File: src/rtl/udp_pkg.sv
// rtl/udp_pkg.sv - shared UDP transmit types, header field widths and pattern constants
package udp_pkg;

   typedef enum logic [1:0] {
      ST_IDLE    = 2'd0,
      ST_HDR     = 2'd1,
      ST_PAYLOAD = 2'd2,
      ST_GAP     = 2'd3
   } tx_state_t;

   localparam int UDP_HDR_BYTES   = 8;
   localparam int DEFAULT_TTL     = 64;
   localparam int MIN_PATTERN_LEN = 4;

   localparam int IP_ADDR_W  = 32;
   localparam int IP_DSCP_W  = 6;
   localparam int IP_ECN_W   = 2;
   localparam int IP_TTL_W   = 8;
   localparam int UDP_PORT_W = 16;
   localparam int UDP_LEN_W  = 16;
   localparam int UDP_CSUM_W = 16;

   typedef logic [UDP_LEN_W-1:0] udp_len_t;

   // Short datagrams still carry the full sequence number.
   function automatic udp_len_t clamp_len(input udp_len_t len, input udp_len_t max_len);
      udp_len_t res;
      if (len < udp_len_t'(MIN_PATTERN_LEN))
         res = udp_len_t'(MIN_PATTERN_LEN);
      else if (len > max_len)
         res = max_len;
      else
         res = len;
      return res;
   endfunction

endpackage

File: src/rtl/udp_pattern_tx_if.sv
// rtl/udp_pattern_tx_if.sv - UDP header handshake plus 8-bit payload stream
interface udp_pattern_tx_if;
   import udp_pkg::*;

   logic                  hdr_valid;
   logic                  hdr_ready;
   logic [IP_DSCP_W-1:0]  hdr_ip_dscp;
   logic [IP_ECN_W-1:0]   hdr_ip_ecn;
   logic [IP_TTL_W-1:0]   hdr_ip_ttl;
   logic [IP_ADDR_W-1:0]  hdr_ip_dest_ip;
   logic [UDP_PORT_W-1:0] hdr_source_port;
   logic [UDP_PORT_W-1:0] hdr_dest_port;
   logic [UDP_LEN_W-1:0]  hdr_length;
   logic [UDP_CSUM_W-1:0] hdr_checksum;
   logic [7:0]            tdata;
   logic                  tvalid;
   logic                  tready;
   logic                  tlast;
   logic                  tuser;

   modport master (
      output hdr_valid, hdr_ip_dscp, hdr_ip_ecn, hdr_ip_ttl, hdr_ip_dest_ip,
             hdr_source_port, hdr_dest_port, hdr_length, hdr_checksum,
             tdata, tvalid, tlast, tuser,
      input  hdr_ready, tready
   );

   modport slave (
      input  hdr_valid, hdr_ip_dscp, hdr_ip_ecn, hdr_ip_ttl, hdr_ip_dest_ip,
             hdr_source_port, hdr_dest_port, hdr_length, hdr_checksum,
             tdata, tvalid, tlast, tuser,
      output hdr_ready, tready
   );

endinterface

File: src/rtl/udp_pattern_tx.sv
// rtl/udp_pattern_tx.sv - autonomous UDP datagram source: sequence number then incrementing bytes
module udp_pattern_tx
   import udp_pkg::*;
#(
   parameter logic [15:0] DEFAULT_PORT = 16'd5000,
   parameter int          MAX_PAYLOAD  = 1472,
   parameter int          GAP_WIDTH    = 32
) (
   input  logic                 clk,
   input  logic                 reset,
   input  logic                 enable,
   input  logic [31:0]          cfg_dest_ip,
   input  logic [15:0]          cfg_dest_port,
   input  logic [15:0]          cfg_payload_len,
   input  logic [GAP_WIDTH-1:0] cfg_gap,
   udp_pattern_tx_if.master     tx,
   output logic                 busy,
   output logic [31:0]          pkt_count
);

   localparam udp_len_t MAX_LEN = udp_len_t'(MAX_PAYLOAD);

   tx_state_t             r_state;
   tx_state_t             w_state_nxt;
   logic                  r_hdr_valid;
   logic [31:0]           r_dest_ip;
   logic [15:0]           r_dest_port;
   udp_len_t              r_len;
   udp_len_t              r_hdr_length;
   udp_len_t              r_idx;
   logic [7:0]            r_tdata;
   logic                  r_tvalid;
   logic                  r_tlast;
   logic [31:0]           r_seq;
   logic [31:0]           r_pkt_count;
   logic [GAP_WIDTH-1:0]  r_gap;

   logic                  w_hdr_fire;
   logic                  w_beat_fire;
   logic                  w_latch;
   udp_len_t              w_len_clamped;
   udp_len_t              w_idx_inc;
   logic                  w_hdr_valid_nxt;
   udp_len_t              w_idx_nxt;
   logic [7:0]            w_tdata_nxt;
   logic                  w_tvalid_nxt;
   logic                  w_tlast_nxt;
   logic [31:0]           w_seq_nxt;
   logic [31:0]           w_pkt_nxt;
   logic [GAP_WIDTH-1:0]  w_gap_nxt;

   function automatic logic [7:0] pattern_byte(input logic [31:0] seq, input udp_len_t idx);
      udp_len_t off;
      off = idx - udp_len_t'(MIN_PATTERN_LEN);
      case (idx)
         16'd0:   pattern_byte = seq[31:24];
         16'd1:   pattern_byte = seq[23:16];
         16'd2:   pattern_byte = seq[15:8];
         16'd3:   pattern_byte = seq[7:0];
         default: pattern_byte = off[7:0];
      endcase
   endfunction

   assign w_hdr_fire    = r_hdr_valid & tx.hdr_ready;
   assign w_beat_fire   = r_tvalid & tx.tready;
   assign w_len_clamped = clamp_len(cfg_payload_len, MAX_LEN);
   assign w_idx_inc     = r_idx + 16'd1;

   always_ff @(posedge clk) begin
      if (reset)
         r_state <= ST_IDLE;
      else
         r_state <= w_state_nxt;
   end

   always_comb begin
      w_state_nxt = r_state;
      unique case (r_state)
         ST_IDLE:    if (enable) w_state_nxt = ST_HDR;
         ST_HDR:     if (w_hdr_fire) w_state_nxt = ST_PAYLOAD;
         ST_PAYLOAD: if (w_beat_fire && r_tlast) w_state_nxt = ST_GAP;
         ST_GAP:     if (r_gap == '0) w_state_nxt = ST_IDLE;
         default:    w_state_nxt = ST_IDLE;
      endcase
   end

   // Next values of every registered output; nothing here drives a port directly.
   always_comb begin
      w_latch         = 1'b0;
      w_hdr_valid_nxt = r_hdr_valid;
      w_idx_nxt       = r_idx;
      w_tdata_nxt     = r_tdata;
      w_tvalid_nxt    = r_tvalid;
      w_tlast_nxt     = r_tlast;
      w_seq_nxt       = r_seq;
      w_pkt_nxt       = r_pkt_count;
      w_gap_nxt       = r_gap;
      unique case (r_state)
         ST_IDLE: begin
            if (enable) begin
               w_latch         = 1'b1;
               w_hdr_valid_nxt = 1'b1;
            end
         end
         ST_HDR: begin
            if (w_hdr_fire) begin
               w_hdr_valid_nxt = 1'b0;
               w_idx_nxt       = '0;
               w_tvalid_nxt    = 1'b1;
               w_tdata_nxt     = pattern_byte(r_seq, '0);
               w_tlast_nxt     = 1'b0;
            end
         end
         ST_PAYLOAD: begin
            if (w_beat_fire) begin
               if (r_tlast) begin
                  w_tvalid_nxt = 1'b0;
                  w_tlast_nxt  = 1'b0;
                  w_seq_nxt    = r_seq + 32'd1;
                  w_pkt_nxt    = r_pkt_count + 32'd1;
                  w_gap_nxt    = cfg_gap;
               end else begin
                  w_idx_nxt   = w_idx_inc;
                  w_tdata_nxt = pattern_byte(r_seq, w_idx_inc);
                  w_tlast_nxt = (w_idx_inc == r_len - 16'd1);
               end
            end
         end
         ST_GAP: begin
            if (r_gap != '0) w_gap_nxt = r_gap - 1'b1;
         end
         default: begin
            w_hdr_valid_nxt = 1'b0;
         end
      endcase
   end

   always_ff @(posedge clk) begin
      if (reset) begin
         r_hdr_valid  <= 1'b0;
         r_dest_ip    <= '0;
         r_dest_port  <= '0;
         r_len        <= '0;
         r_hdr_length <= '0;
         r_idx        <= '0;
         r_tdata      <= '0;
         r_tvalid     <= 1'b0;
         r_tlast      <= 1'b0;
         r_seq        <= '0;
         r_pkt_count  <= '0;
         r_gap        <= '0;
      end else begin
         if (w_latch) begin
            r_dest_ip    <= cfg_dest_ip;
            r_dest_port  <= cfg_dest_port;
            r_len        <= w_len_clamped;
            r_hdr_length <= w_len_clamped + udp_len_t'(UDP_HDR_BYTES);
         end
         r_hdr_valid <= w_hdr_valid_nxt;
         r_idx       <= w_idx_nxt;
         r_tdata     <= w_tdata_nxt;
         r_tvalid    <= w_tvalid_nxt;
         r_tlast     <= w_tlast_nxt;
         r_seq       <= w_seq_nxt;
         r_pkt_count <= w_pkt_nxt;
         r_gap       <= w_gap_nxt;
      end
   end

   assign tx.hdr_valid       = r_hdr_valid;
   assign tx.hdr_ip_dscp     = '0;
   assign tx.hdr_ip_ecn      = '0;
   assign tx.hdr_ip_ttl      = IP_TTL_W'(DEFAULT_TTL);
   assign tx.hdr_ip_dest_ip  = r_dest_ip;
   assign tx.hdr_source_port = DEFAULT_PORT;
   assign tx.hdr_dest_port   = r_dest_port;
   assign tx.hdr_length      = r_hdr_length;
   assign tx.hdr_checksum    = '0;
   assign tx.tdata           = r_tdata;
   assign tx.tvalid          = r_tvalid;
   assign tx.tlast           = r_tlast;
   assign tx.tuser           = 1'b0;

   assign busy      = (r_state != ST_IDLE);
   assign pkt_count = r_pkt_count;

endmodule

File: src/flat_wrapper.sv
// flat-port wrapper written by rule: the top's interface ports become plain ports
module udp_pattern_tx_flat import udp_pkg::*;
#(
   parameter logic [15:0] DEFAULT_PORT = 16'd5000,
   parameter int          MAX_PAYLOAD  = 1472,
   parameter int          GAP_WIDTH    = 32
)
  (clk, reset, enable, cfg_dest_ip, cfg_dest_port, cfg_payload_len, cfg_gap, busy, pkt_count, tx_hdr_valid, tx_hdr_ip_dscp, tx_hdr_ip_ecn, tx_hdr_ip_ttl, tx_hdr_ip_dest_ip, tx_hdr_source_port, tx_hdr_dest_port, tx_hdr_length, tx_hdr_checksum, tx_tdata, tx_tvalid, tx_tlast, tx_tuser, tx_hdr_ready, tx_tready);
  udp_pattern_tx_if tx_i ();
  input  logic clk;
  input  logic reset;
  input  logic enable;
  input  logic [31:0] cfg_dest_ip;
  input  logic [15:0] cfg_dest_port;
  input  logic [15:0] cfg_payload_len;
  input  logic [GAP_WIDTH-1:0] cfg_gap;
  output logic busy;
  output logic [31:0] pkt_count;
  output wire logic [$bits(tx_i.hdr_valid)-1:0] tx_hdr_valid;
  output wire logic [$bits(tx_i.hdr_ip_dscp)-1:0] tx_hdr_ip_dscp;
  output wire logic [$bits(tx_i.hdr_ip_ecn)-1:0] tx_hdr_ip_ecn;
  output wire logic [$bits(tx_i.hdr_ip_ttl)-1:0] tx_hdr_ip_ttl;
  output wire logic [$bits(tx_i.hdr_ip_dest_ip)-1:0] tx_hdr_ip_dest_ip;
  output wire logic [$bits(tx_i.hdr_source_port)-1:0] tx_hdr_source_port;
  output wire logic [$bits(tx_i.hdr_dest_port)-1:0] tx_hdr_dest_port;
  output wire logic [$bits(tx_i.hdr_length)-1:0] tx_hdr_length;
  output wire logic [$bits(tx_i.hdr_checksum)-1:0] tx_hdr_checksum;
  output wire logic [$bits(tx_i.tdata)-1:0] tx_tdata;
  output wire logic [$bits(tx_i.tvalid)-1:0] tx_tvalid;
  output wire logic [$bits(tx_i.tlast)-1:0] tx_tlast;
  output wire logic [$bits(tx_i.tuser)-1:0] tx_tuser;
  input wire logic [$bits(tx_i.hdr_ready)-1:0] tx_hdr_ready;
  input wire logic [$bits(tx_i.tready)-1:0] tx_tready;
  assign tx_hdr_valid = tx_i.hdr_valid;
  assign tx_hdr_ip_dscp = tx_i.hdr_ip_dscp;
  assign tx_hdr_ip_ecn = tx_i.hdr_ip_ecn;
  assign tx_hdr_ip_ttl = tx_i.hdr_ip_ttl;
  assign tx_hdr_ip_dest_ip = tx_i.hdr_ip_dest_ip;
  assign tx_hdr_source_port = tx_i.hdr_source_port;
  assign tx_hdr_dest_port = tx_i.hdr_dest_port;
  assign tx_hdr_length = tx_i.hdr_length;
  assign tx_hdr_checksum = tx_i.hdr_checksum;
  assign tx_tdata = tx_i.tdata;
  assign tx_tvalid = tx_i.tvalid;
  assign tx_tlast = tx_i.tlast;
  assign tx_tuser = tx_i.tuser;
  assign tx_i.hdr_ready = tx_hdr_ready;
  assign tx_i.tready = tx_tready;
  udp_pattern_tx #(.DEFAULT_PORT(DEFAULT_PORT), .MAX_PAYLOAD(MAX_PAYLOAD), .GAP_WIDTH(GAP_WIDTH)) u_core (.clk(clk), .reset(reset), .enable(enable), .cfg_dest_ip(cfg_dest_ip), .cfg_dest_port(cfg_dest_port), .cfg_payload_len(cfg_payload_len), .cfg_gap(cfg_gap), .tx(tx_i), .busy(busy), .pkt_count(pkt_count));
endmodule
File: config.mk
export PLATFORM = sky130hd
export DESIGN_NAME = udp_pattern_tx_flat
export DESIGN_NICKNAME = d
export VERILOG_FILES = /design/src/rtl/udp_pkg.sv /design/src/rtl/udp_pattern_tx_if.sv /design/src/rtl/udp_pattern_tx.sv /design/src/flat_wrapper.sv
export SDC_FILE = /design/constraint.sdc
export NUM_CORES = 1
export LEC_CHECK = 0
export BUFFER_PORTS_ARGS = -buffer_cell sky130_fd_sc_hd__buf_2
export CAP_MARGIN = 5
export CORE_UTILIZATION = 54
export DETAILED_ROUTE_END_ITERATION = 8
export PLACE_DENSITY = 0.8
export SLEW_MARGIN = 25
export SYNTH_ARGS = -nofsm -noshare
export SYNTH_HDL_FRONTEND = slang
export SYNTH_SLANG_ARGS = --single-unit
File: constraint.sdc
create_clock -name clk -period 4.1 [get_ports clk]
set_input_delay 0 -clock clk [delete_from_list [all_inputs] [get_ports clk]]
set_output_delay 0 -clock clk [all_outputs]
set_load 0.03 [all_outputs]
==> results.md <==
- Status: completed
- First-pass GRT wire length: 51260 um
- Initial antenna violation count: 1
- XOR/XNOR Fraction of Synth Area: 8.339%
- I/O pin count: 258
- Max rail drop VDD: 432.5 uV
- Largest net degree at the start of global routing: 100
- DRC Markers: 0
- Fraction of the mapped netlist area in simple logic gates: 26.23%
- Die Wd: 142.9 um
- Drt first pass iters: 8
- Combinational share of power: 43.6%
- WP data required: 4510 ps
- Layout cells sized above 1: 17.05%
- Ys Warns: 0
- Yosys reg bits: 202
- WP data arrival: 3540 ps
- Post-synth top area share: 37.75%
- Final hold vios: 0
- Max Fclk: 320.1 MHz
- Setup crit end kind: flop
- Multiplexer area fraction after synthesis: 1.051%
- Worst setup margin: 975.9 ps
- Routed Antenna Nets: 0
- Synth Instances: 1375
- Storage element area: 4044 sq um
- Final #Nets: 1756
- CORE AREA: 19460 sq um
- Sequential Power Share: 30.2%
- GRT Util Overall: 31.37%
- Adder-cell area share of the yosys netlist: 1.986%
- Bufs on Longest Clock Path: 3
- # rows: 51
- P_leak: 5.634 nW
- Reg clk slew, reported paths: 60 ps
- Post-synth cell types: 70
- RD Place Congestion: 0.9097
- Vias: 10940
- Main combinational cell family by area after synthesis: simple AND/OR/NAND/NOR gates
- Setup crit start kind: flop
- Final worst path period share: 76.20%
- DRT iter0 DRCs: 987
- Fillers: 1486
- Register area share after synthesis: 37.75%
- Internal power: 4.739 mW
- Hold WC Path Type: in -> reg
- Drt via density: 5.694
- CTS buffer count: 23
- Cell taking the most area after synthesis: dfxtp_1
- Pwr dens: 612.1 nW/um^2
- Setup tns final: 0 ps
- Die area: 20410 sq um
- RSZ-0062 raised after global routing: false
- Synth-to-Final Area Change: 25.66%
- NetSw: 3.501 mW
- Ys flop type: dfxtp_1
- Most frequent cells in the layout: nand2_1 (214), buf_2 (207), dfxtp_1 (202), nor2_1 (149), a21oi_1 (128)
- Multi-input logic area: 5976 sq um
- Initial core utilization: 55.04%
- Crit Path Class: reg -> reg
- Mean Syn Cell Area: 7.791 sq um
- FFs w/ async S/R, synth: 0%
- Switching share of power: 42.49%
- Vias in the first global route: 10090
- Critical path fanouts, max: 12
- CTS sink count: 202
- Synthesized cell area: 10710 sq um
- Max Cap Violations: 0
- Clock Latency Late Sink: 520 ps
- CTS root buf: clkbuf_16
- Final Non-Filler Cells: 1921
- CTS tree: done
- Min Clock Period, post-route: 3124 ps
- Worst slack, placed: 1016 ps
- Placed insts: 1776
- Setup violators final: 0
- Input/output buffers: 208
- Largest cells by area after synthesis: dfxtp_1 (38%), nand2_1 (7.5%), a21oi_1 (6.0%)
- Commonest non-fill, non-tap cell in the layout: nand2_1
- Total Wirelength: 32650 um
- Synth Area in Compound Gates: 16.34%
- Number of synthesized flops with an enable pin: 0
- Worst-Margin Slew: 944.2 ps
- Slew Limit Headroom: 37.05%
- GRT overflow: 0
- Setup Skew: 21.92 ps
- Hpwl dp: 20640 um
- H-tree depth reported by CTS: 1
- Clock network power share: 26.2%
- Die Span Y: 142.9 um
- Final Slew Violations: 0
- Avg WL per Cell: 17.00 um
area by class of cell:
class                           instances  area share [%]
Sequential cell                       202           30.04
Antenna cell                            2         0.03718
Clock buffer                           32           4.973
Multi-Input combinational cell       1053           44.39
Timing Repair Buffer                  324           16.14
Inverter                               34          0.9480
Clock inverter                          9           1.004
Tap cell                              265           2.463
sequential cells by signal (all words and copies together) (netlist names):
| register | cells |
|---|---|
| u_core.r_gap | 32 |
| u_core.tx.hdr_valid | 1 |
| u_core.tx.hdr_ip_dest_ip | 32 |
| u_core.r_state | 2 |
| u_core.r_idx | 16 |
| u_core.tx.tdata | 8 |
| u_core.pkt_count | 32 |
| u_core.r_len | 13 |
| u_core.tx.tvalid | 1 |
| u_core.tx.hdr_length | 16 |
| u_core.tx.hdr_dest_port | 16 |
| u_core.tx.tlast | 1 |
| u_core.r_seq | 32 |
synth_stat cells, drive strengths merged, types with 6 or more instances:
| master | count |
|---|---|
| nand3b | 6 |
| nor2 | 150 |
| a211oi | 25 |
| nor4 | 23 |
| and4 | 10 |
| nor3 | 40 |
| clkbuf | 60 |
| or3 | 18 |
| nand4 | 28 |
| and3 | 29 |
| dfxtp | 202 |
| and2 | 11 |
| xor2 | 44 |
| o22ai | 8 |
| ha | 17 |
| nand3 | 42 |
| a21oi | 128 |
| xnor2 | 58 |
| o32ai | 6 |
| a22oi | 16 |
| a31oi | 9 |
| mux2i | 9 |
| o21ai | 44 |
| or4 | 6 |
| nand2 | 216 |
| buf | 73 |
| inv | 32 |
critical path, cell delays in order (launching register included):
cell and delay [ps]:
dfxtp_1 500, ha_1 480, nand4_1 200, nor4_1 350, xnor2_1 240, nand3_1 180
nor4_4 260, buf_4 220, mux2_2 340, a211oi_1 230
power by group through the flow:
stage / sequential [mW] / clock (mW) / combinational [mW]
finish: 2.49 / 2.16 / 3.59
global route: 2.52 / 2.27 / 3.85
CTS: 2.47 / 2.19 / 3.46
detailed placement: 2.51 / 0 / 3.35
global placement: 2.49 / 0 / 3.28
floorplan: 2.72 / 0 / 2.29
final timing paths:
| path | cells after the start | from | endpoint | slack [ps] |
|---|---|---|---|---|
| setup / recovery | 9 | u_core.r_idx[0] | u_core.tx.tdata[3] | 980 |
| hold / removal | 5 | enable | u_core.tx.hdr_ip_dest_ip[2] | 70 |
| setup reg to reg | 9 | u_core.r_idx[0] | u_core.tx.tdata[3] | 980 |
| hold reg to reg | 2 | u_core.tx.hdr_dest_port[5] | u_core.tx.hdr_dest_port[5] | 450 |
per-layer routing:
metal  part of all wire [%]  wire length, um  global-route usage (%)
met5                      0                0                       0
met4                    4.9             1584                   14.37
met3                    7.9             2581                   6.673
met2                     47            15290                   52.06
met1                     40            13200                   38.92
cells by family after synthesis:
| logic type | Yosys count |
|---|---|
| XOR/XNOR | 102 |
| other | 2 |
| buffers and inverters | 167 |
| multiplexers | 11 |
| adder cells (fa/ha/maj) | 17 |
| flip-flops | 202 |
| AO/OA/AOI/OAI | 281 |
| AND/OR/NAND/NOR | 593 |
stage by stage:
| stage | hold WS, ps | power, mW | utilization [%] | area (sq um) |
|---|---|---|---|---|
| floorplan | 136.0 | 5.012 | - | 10890 |
| global placement | 239.7 | 5.773 | 59.76 | 11630 |
| detailed placement | 244.6 | 5.857 | 59.76 | 11630 |
| CTS | 42.05 | 8.114 | 69.14 | 13460 |
| global route | 85.59 | 8.635 | 69.14 | 13460 |
| finish | 65.51 | 8.240 | 69.17 | 13460 |
what timing repair did:
action                                 CTS  global route
buffers inserted                         0             0
resized for setup                        0             0
hold buffers                           102             0
endpoints found under the hold margin  102             0
Note: power is estimated with default switching activity, not from simulation.
